### config.mk
export PLATFORM = sky130hd
export DESIGN_NAME = hopfield_network_tm
export DESIGN_NICKNAME = d
export VERILOG_FILES = /design/src/rtl/hopfield_network_tm.sv
export SDC_FILE = /design/constraint.sdc
export NUM_CORES = 2
export LEC_CHECK = 0
export ABC_AREA = 1
export BUFFER_PORTS_ARGS = -buffer_cell sky130_fd_sc_hd__buf_2
export CORE_MARGIN = 5
export CORE_UTILIZATION = 40
export CTS_BUF_LIST = sky130_fd_sc_hd__clkbuf_2
export DETAILED_ROUTE_END_ITERATION = 8
export PLACE_DENSITY = 0.64
export SLEW_MARGIN = 25
export SYNTH_ARGS = -nofsm -noshare
export SYNTH_HDL_FRONTEND = slang
export SYNTH_SLANG_ARGS = --single-unit
### constraint.sdc
create_clock -name clk -period 6.8 [get_ports clk]
set_input_delay 0.68 -clock clk [delete_from_list [all_inputs] [get_ports clk]]
set_output_delay 0.68 -clock clk [all_outputs]
set_load 0.01 [all_outputs]
### src/rtl/hopfield_network_tm.sv
// Time-multiplexed Hopfield core.
// A single MAC walks the N x N weight matrix, one synapse per cycle. It
// produces one synaptic current per neuron and applies the Hebbian update to
// each weight in the same pass.
// Optional feature: define HOPFIELD_WEIGHT_DECAY_EN so that, in a learning
// pass, a weight whose two neurons both stayed silent decays 1 LSB toward 0.
module hopfield_network_tm #(
    parameter int unsigned       N       = 7,
    parameter int unsigned       PAT_W   = 4,
    parameter logic signed [15:0] ETA    = 16'sd32,
    parameter logic signed [15:0] W_MAX  = 16'sd1024,
    parameter logic signed [15:0] W_MIN  = -16'sd1024,
    parameter logic signed [31:0] I_EXT  = 32'sd131072
) (
    input  logic              clk,
    input  logic              reset_n,
    input  logic              start,
    input  logic              learning_enable,
    input  logic [PAT_W-1:0]  pattern_input,
    input  logic [N-1:0]      spikes_in,
    output logic              busy,
    output logic              done,
    output logic [32*N-1:0]   currents_out
);

    localparam int unsigned IW = (N > 1) ? $clog2(N) : 1;
    localparam logic signed [16:0] ETA_X   = $signed({ETA[15], ETA});
    localparam logic signed [16:0] W_MAX_X = $signed({W_MAX[15], W_MAX});
    localparam logic signed [16:0] W_MIN_X = $signed({W_MIN[15], W_MIN});

    typedef enum logic [1:0] {StIdle, StRun, StDone} state_e;

    state_e state_q, state_d;

    logic [N-1:0]        spk_q, spk_d;
    logic [PAT_W-1:0]    pat_q, pat_d;
    logic                learn_q, learn_d;
    logic signed [31:0]  acc_q, acc_d;
    logic [IW-1:0]       i_q, i_d;
    logic [IW-1:0]       j_q, j_d;
    logic signed [15:0]  w_q [N][N];
    logic signed [15:0]  w_d [N][N];
    logic signed [31:0]  cur_q [N];
    logic signed [31:0]  cur_d [N];
    logic [32*N-1:0]     out_q, out_d;

    logic [N-1:0]        pat_ext;
    logic signed [15:0]  w_cur;
    logic                spk_i, spk_j, diag, last_j, last_i;
    logic signed [31:0]  contrib, acc_sum, cur_result;
    logic signed [16:0]  w_ext, w_upd;
    logic signed [15:0]  w_new;

    // State register
    always_ff @(posedge clk or negedge reset_n) begin
        if (!reset_n) begin
            state_q <= StIdle;
        end else begin
            state_q <= state_d;
        end
    end

    // Next-state logic
    always_comb begin
        state_d = state_q;
        unique case (state_q)
            StIdle:  if (start) state_d = StRun;
            StRun:   if (last_j && last_i) state_d = StDone;
            StDone:  state_d = StIdle;
            default: state_d = StIdle;
        endcase
    end

    // FSM outputs
    always_comb begin
        busy = (state_q != StIdle);
        done = (state_q == StDone);
    end

    // Pattern zero-extended to N so neurons at or above PAT_W see no drive
    always_comb begin
        pat_ext            = '0;
        pat_ext[PAT_W-1:0] = pat_q;
    end

    // Current synapse: weight read, MAC contribution and row-end result
    always_comb begin
        w_cur      = w_q[i_q][j_q];
        spk_i      = spk_q[i_q];
        spk_j      = spk_q[j_q];
        diag       = (i_q == j_q);
        last_j     = (j_q == IW'(N - 1));
        last_i     = (i_q == IW'(N - 1));
        contrib    = (!diag && spk_j) ? {{8{w_cur[15]}}, w_cur, 8'h00} : 32'sd0;
        acc_sum    = acc_q + contrib;
        cur_result = acc_sum + ((learn_q && pat_ext[i_q]) ? I_EXT : 32'sd0);
    end

    // Hebbian update of the current weight, clamped to [W_MIN, W_MAX]
    always_comb begin
        w_ext = {w_cur[15], w_cur};
        w_upd = w_ext;
        if (spk_i && spk_j) begin
            w_upd = w_ext + ETA_X;
        end else if (spk_i ^ spk_j) begin
            w_upd = w_ext - ETA_X;
`ifdef HOPFIELD_WEIGHT_DECAY_EN
        end else if (w_ext > 17'sd0) begin
            w_upd = w_ext - 17'sd1;
        end else if (w_ext < 17'sd0) begin
            w_upd = w_ext + 17'sd1;
`endif
        end
        if (w_upd > W_MAX_X) begin
            w_new = W_MAX;
        end else if (w_upd < W_MIN_X) begin
            w_new = W_MIN;
        end else begin
            w_new = w_upd[15:0];
        end
    end

    // Datapath next state: snapshot on start, walk the matrix in RUN
    always_comb begin
        spk_d   = spk_q;
        pat_d   = pat_q;
        learn_d = learn_q;
        acc_d   = acc_q;
        i_d     = i_q;
        j_d     = j_q;
        w_d     = w_q;
        cur_d   = cur_q;
        out_d   = out_q;
        unique case (state_q)
            StIdle: begin
                if (start) begin
                    spk_d   = spikes_in;
                    pat_d   = pattern_input;
                    learn_d = learning_enable;
                    acc_d   = '0;
                    i_d     = '0;
                    j_d     = '0;
                end
            end
            StRun: begin
                acc_d = acc_sum;
                if (learn_q && !diag) begin
                    w_d[i_q][j_q] = w_new;
                end
                if (last_j) begin
                    cur_d[i_q] = cur_result;
                    acc_d      = '0;
                    j_d        = '0;
                    i_d        = last_i ? '0 : i_q + 1'b1;
                    // Publish the whole shadow set at once, merging in the final row,
                    // so the new currents are visible during the DONE cycle.
                    if (last_i) begin
                        for (int k = 0; k < N; k++) begin
                            out_d[32*k +: 32] = (IW'(k) == i_q) ? cur_result : cur_q[k];
                        end
                    end
                end else begin
                    j_d = j_q + 1'b1;
                end
            end
            default: ;
        endcase
    end

    // Datapath registers
    always_ff @(posedge clk or negedge reset_n) begin
        if (!reset_n) begin
            spk_q   <= '0;
            pat_q   <= '0;
            learn_q <= 1'b0;
            acc_q   <= '0;
            i_q     <= '0;
            j_q     <= '0;
            w_q     <= '{default: '0};
            cur_q   <= '{default: '0};
            out_q   <= '0;
        end else begin
            spk_q   <= spk_d;
            pat_q   <= pat_d;
            learn_q <= learn_d;
            acc_q   <= acc_d;
            i_q     <= i_d;
            j_q     <= j_d;
            w_q     <= w_d;
            cur_q   <= cur_d;
            out_q   <= out_d;
        end
    end

    assign currents_out = out_q;

endmodule

## After elaboration in Yosys (flattened, before gate mapping)

Cells that the tools add are included.

- Bits in writable memories: 0
- Bits in latches: 0
- Memories kept: 0
- Register bits after elaboration: 1284
- Input bits: 15
- Bits in read-only memories: 0

- Multiplexer cells: 45
- Reductions and logical operators: 19
- Div/mod/pow operators: 0
- Multipliers: 0
- Bitwise gates (word level): 3
- Shift operators: 0
- Add/sub/neg operators: 6
- Order comparisons: 8
- Equality and inequality tests: 14

Operators by type and width:

| operator | number |
|---|---|
| bitwise mux 784 bit | 1 |
| two-way mux 32 bit | 11 |
| binary-select mux 112 bit (select 3 bit) | 1 |
| demux 112 bit (select 3 bit) | 1 |
| two-way mux 112 bit | 3 |
| bitwise mux 224 bit | 1 |
| demux 32 bit (select 3 bit) | 1 |
| two-way mux 16 bit | 5 |
| case mux 32 bit (2 select lines) | 1 |
| binary-select mux 16 bit (select 3 bit) | 1 |
| demux 16 bit (select 3 bit) | 1 |
| two-way mux 17 bit | 2 |
| adder 32 x 19 -> 32 bit | 1 |
| adder 32 bit | 1 |
| two-way mux 18 bit | 1 |
| adder 16 x 7 -> 17 bit, second input constant | 1 |
| greater-than comparator 17 x 12 -> 1 bit, second input constant | 1 |
| less-than comparator 17 x 11 -> 1 bit, second input constant | 1 |
| subtractor 16 x 7 -> 17 bit, second input constant | 1 |
| two-way mux 3 bit | 4 |
| case mux 3 bit (2 select lines) | 2 |
| AND reduction 2 bit | 5 |
| binary-select mux 1 bit (select 3 bit) | 3 |
| equality test 3 bit, first input constant | 3 |
| 22 further kinds | 42 |

## Logic depth before layout (Yosys ltp)

- Depth in word-level cells: 14
- Gate-level depth with buffers: 39
- Mapped depth without buffers: 35

## Least setup slack after synthesis

OpenSTA, ideal clock, no wires.

- Path type: reg2reg
- Start point: reg i_q[0]
- End point: reg cur_q[127] in the netlist's numbering
- Data arrival time: 4.747 ns
- Library setup time: 0.131 ns
- Slack: 1.922 ns
- Clock period less this slack: 4.878 ns
- Stages on the path, launching flop included: 36
- Buffers on the path: 5
- Required time: 6.669 ns
- Cell sequence: dfrtp_1 -> buf_6 -> nor2_4 -> buf_2 -> buf_2 -> buf_1 -> a22oi_1 -> nand4_1 -> nand3_1 -> a21oi_1 -> nor2_1 -> clkinv_1 -> clkbuf_1 -> nand2_1 -> inv_1 -> ha_1 -> fa_1 -> nand3_1 -> nand3_1 -> nand2_1 -> a21oi_1 -> nand2_1 -> nand2_1 -> nand3_1 -> nand2_1 -> xor2_1 -> ha_1 -> inv_1 -> nor2_1 -> nand2_1 -> nor2_1 -> nand3_1 -> nand3_1 -> nand2_1 -> nand2_1 -> o21ai_0

- Word-level cells in the longest chain between the ends: 11

Ends and longest elaborated chain:

| item | RTL line | text |
|---|---|---|
| start, declared | 39 | `logic [IW-1:0] i_q, i_d;` |
| start signal, assigned | 187 | `i_q <= i_d;` |
| inverter 3 -> 4 bit (implied by the code) | 88, 151 |  |
| binary-select mux 112 bit (select 3 bit) | 88 | `w_cur = w_q[i_q][j_q];` |
| two-way mux 112 bit (implied by the code) (2 in series) | 88 |  |
| binary-select mux 16 bit (select 3 bit) | 88 |  |
| two-way mux 16 bit (implied by the code) (2 in series) | 88 |  |
| two-way mux 32 bit | 94 | `contrib = (!diag && spk_j) ? {{8{w_cur[15]}}, w_cur, 8'h00} : 32'sd0;` |
| adder 32 bit | 95 | `acc_sum = acc_q + contrib;` |
| adder 32 x 19 -> 32 bit | 96 | `cur_result = acc_sum + ((learn_q && pat_ext[i_q]) ? I_EXT : 32'sd0);` |
| bitwise mux 224 bit * | 151 | `cur_d[i_q] = cur_result;` |
| end signal, assigned | 190 | `cur_q <= cur_d;` |
| end, declared | 43 | `logic signed [31:0] cur_q [N];` |

Every way passes the cells marked *; elsewhere a longest branch is shown, timed or not. The select of a mux whose other input is x is not followed.
A chain may end at the register's enable or synchronous reset.

## Worst setup path after layout

- Start point: reg i_q[2]
- End point: reg cur_q[122] in the netlist's numbering

Same word-level chain as after synthesis.

==> summary.txt <==
Logic synthesis
  • Gate count of the mapped netlist: between 6k and 7k
  • Post-synthesis simple-gate area fraction: 0.302
  • Dominant combinational cell family by area after synthesis: simple AND/OR/NAND/NOR gates
  • Adder-cell share of the synthesized area: 0.00718
  • Mapped cell area: ~53000 um^2
  • Unique masters post-synth: 51
  • Flip-flop and latch count after synthesis: 1141
  • Number of warnings printed during yosys synthesis: 0
  • Mean Syn Cell Area: 7.96 um^2
  • Post-synthesis mux area share: 0.00401
  • Number of enable flip-flop cells after synthesis: 0
  • Async set or reset register ratio after synthesis: 1.00
  • Xor/xnor share of the synthesized area: 0.00345
  • Compound-Gate Fraction of Synth Area: 0.0703
  • Sequential area share after synthesis: 0.535
  • Most used flip-flop cell after synthesis: sky130_fd_sc_hd__dfrtp_1

Route
  • Remaining antenna violation count: 0
  • DRC: 0
  • Routed Wire Length: 193000 um
  • Via count: 49.0k
  • Routed len/inst: 21.8 um
  • 1st-iter DRT viols: between 5k and 6k
  • Ratio of routed vias to standard cells: 5.56
  • Number of search-and-repair iterations in the first detailed-routing pass: 6

Clock network
  • Clock transition at the registers of the reported paths: 100 ps
  • Number of buffers on the longest clock path: 4
  • CTS tree: done
  • TritonCTS Buffers: approximately 320
  • Hold Buf Count CTS: 52
  • Number of H-tree levels: 5
  • Total of cells resized after clock tree synthesis: 0
  • Clock tree sinks: 1141
  • Number of buffers inserted to repair setup after CTS: 0
  • Clock latency on the worst-skew pair: around 1800 ps
  • Root Buffer Master: sky130_fd_sc_hd__clkbuf_2

Floorplanning
  • Core Rows: around 130
  • Area of the placeable core: ~130000 um^2
  • Starting density of the core: 0.401
  • I/O pin total: around 240
  • Die ar.: 141000 um^2
  • Chip height: approximately 380 um
  • Chip width: 375 um

Global route
  • All-layer global routing usage: 0.267
  • Vias in the first global route: 47.1k
  • Global-route wire length before repair: 293000 um
  • Largest net degree at the start of global routing: 160
  • Antenna violations before repair: 9
  • Gr ovfl total: 0

Power
  • Max rail drop VDD: 0.00115 V
  • Power density of the placed cells: 523 nW/um^2
  • Cell leakage power: approximately 31 nW

Status
  • Outcome: finished, final reports clean

Finish
  • Most frequent cells in the layout: 2789 x sky130_fd_sc_hd__nand2_1, 1138 x sky130_fd_sc_hd__dfrtp_1, 499 x sky130_fd_sc_hd__nand4_1
  • Fill count: around 13k
  • Commonest non-fill, non-tap cell in the layout: sky130_fd_sc_hd__nand2_1
  • Final net count: 6893
  • Post-route core utilization: 0.439
  • Area added between synthesis and finish: 9.55%
  • Layout cell share with drive strength beyond 1: 0.125

Critical path
  • Crit Path Category: reg2reg
  • Capturing element type of the critical path: register
  • Worst EP required: 8410 ps
  • Max FO, Critical Path: 38
  • Critical path launch point type: register
  • Worst path arrival time: 7690 ps

STA
  • Max Clk Rate: 164 MHz
  • Tightest Pin Transition: 1210 ps
  • Clock Skew: ~200 ps
  • Setup repair after global routing missed its margin: false
  • Summed negative setup slack over all endpoints: 0 ps
  • Final period util: 0.895
  • Final min period: 6090 ps
  • Hold Vio Cnt, Final: 0
  • Endpoints failing setup: 0
  • Final number of max-transition violations: 0
  • Slew HR: 0.191

Placement
  • PortBufs: 184
  • Final RePlAce weighted congestion: around 0.96
  • Total half-perimeter wirelength after legalization and detailed placement: 119000 um

Run
  • Max capacitance violation total: 0

Worst hold path
  • Worst Hold Class: in2reg
==> layer usage <==
layer	share of wire	GRT usage	up-vias
li1	-	-	21900
met1	0.41	0.366	23700
met2	0.43	0.388	2791
met3	0.11	0.0822	521
met4	0.045	0.123	14
met5	0.00045	0	-
==> cells by family (layout without fill, tap and decap cells) <==
logic type      count (synthesis)  after routing
buf+inv                       931           1210
xor+xnor                       21             21
mux                            19             19
other cells                     1             70
simple gates                 3854           3854
fa+ha+maj                      30             30
flops                        1141           1141
compound gates                702            702
==> final cells by class <==
class	count	area, um^2	share of cell area
Sequential cell	1141	28600	0.489
Timing Repair Buffer	388	2940	0.0502
Antenna cell	14	35.0	0.000600
Clock buffer	445	2230	0.0381
Tap cell	1768	2210	0.0379
Multi-Input combinational cell	4682	21000	0.359
Inverter	318	1200	0.0206
Clock inverter	59	283	0.00484
==> worst paths after layout <==
kind / start / to / slack (ps) / depth (start not counted)
min: start / i_q[2]$_DFFE_PN0P_ / 220 / 6
min in group asynchronous: reset_n / w_q[527]$_DFFE_PN0P_ / 270 / 4
max in group asynchronous: reset_n / w_q[569]$_DFFE_PN0P_ / 5470 / 4
max reg2reg: i_q[2]$_DFFE_PN0P_ / cur_q[122]$_DFFE_PN0P_ / 710 / 26
max: i_q[2]$_DFFE_PN0P_ / cur_q[122]$_DFFE_PN0P_ / 710 / 26
min reg2reg: w_q[654]$_DFFE_PN0P_ / w_q[654]$_DFFE_PN0P_ / 380 / 0
==> sequential cells by signal, summed over array words and instances, names as in the netlist <==
| register | count |
|---|---|
| state_q | 2 |
| acc_q | 24 |
| i_q | 3 |
| j_q | 3 |
| pat_q | 4 |
| currents_out | 168 |
| learn_q | 1 |
| cur_q | 145 |
| w_q | 784 |
| spk_q | 7 |
==> worst max-delay path, cell delays in order, from the launching register on <==
cell	delay (ps)
sky130_fd_sc_hd__dfrtp_4	670
sky130_fd_sc_hd__inv_4	530
sky130_fd_sc_hd__nor2_4	200
sky130_fd_sc_hd__buf_4	260
sky130_fd_sc_hd__nand2_1	140
sky130_fd_sc_hd__nand2_1	70
sky130_fd_sc_hd__nor2_1	200
sky130_fd_sc_hd__nand2_1	210
sky130_fd_sc_hd__nand2_1	160
sky130_fd_sc_hd__nand3_1	90
sky130_fd_sc_hd__nor2_1	440
sky130_fd_sc_hd__nor2_1	140
sky130_fd_sc_hd__ha_1	370
sky130_fd_sc_hd__nand2_1	110
sky130_fd_sc_hd__nor2_1	130
sky130_fd_sc_hd__inv_1	70
sky130_fd_sc_hd__o21bai_1	300
sky130_fd_sc_hd__a21oi_1	100
sky130_fd_sc_hd__xnor2_1	220
sky130_fd_sc_hd__inv_1	130
sky130_fd_sc_hd__nor2_1	210
sky130_fd_sc_hd__nand2_1	140
sky130_fd_sc_hd__nor2_1	160
sky130_fd_sc_hd__nand2_1	100
sky130_fd_sc_hd__o21ai_0	520
sky130_fd_sc_hd__nand3_1	140
sky130_fd_sc_hd__o21ai_0	110
==> synth_stat cells (7+ instances only) <==
cell type                  number  share of area
sky130_fd_sc_hd__a31oi_1       11         0.0013
sky130_fd_sc_hd__xor2_1        14         0.0023
sky130_fd_sc_hd__o21ai_0      484          0.045
sky130_fd_sc_hd__buf_1         19         0.0013
sky130_fd_sc_hd__clkinv_1      12        0.00084
sky130_fd_sc_hd__buf_6         15         0.0032
sky130_fd_sc_hd__buf_4        103          0.014
sky130_fd_sc_hd__nand2_1     2791           0.20
sky130_fd_sc_hd__a21oi_1      101         0.0095
sky130_fd_sc_hd__xnor2_1        7         0.0011
sky130_fd_sc_hd__buf_2        120          0.011
sky130_fd_sc_hd__dfrtp_1     1141           0.54
sky130_fd_sc_hd__clkbuf_1     356          0.025
sky130_fd_sc_hd__nor2_1       321          0.023
sky130_fd_sc_hd__nor3_1        32         0.0030
sky130_fd_sc_hd__o211ai_1       9         0.0013
sky130_fd_sc_hd__inv_1        292          0.021
sky130_fd_sc_hd__nand3_1      182          0.017
sky130_fd_sc_hd__nand4_1      499          0.059
sky130_fd_sc_hd__ha_1          29         0.0068
sky130_fd_sc_hd__o22ai_1       23         0.0027
sky130_fd_sc_hd__inv_2         13        0.00092
sky130_fd_sc_hd__a22oi_1       32         0.0045
sky130_fd_sc_hd__o21ai_1       14         0.0013
sky130_fd_sc_hd__mux2_2        19         0.0040
==> where the power goes <==
| part | total, mW | switching, mW | internal, mW | leakage [nW] |
|---|---|---|---|---|
| clock network | 4.76 | 2.96 | 1.80 | 2.00 |
| logic | 17.2 | 14.0 | 3.20 | 13.7 |
| registers | 8.54 | 0.689 | 7.85 | 15.8 |
==> metrics by stage <==
step,power [mW],setup WS [ps],hold slack [ps],instance area (um^2),std cells
5_1_grt,31.8,340,162,58400,8805
3_3_place_gp,25.0,1000,365,55300,8245
4_1_cts,29.9,855,22.2,58400,8801
6_report,30.5,713,223,58400,8815
2_1_floorplan,19.6,1920,384,53500,6754
3_5_place_dp,25.1,907,366,55300,8245
Note: power is estimated with default switching activity, not from simulation.
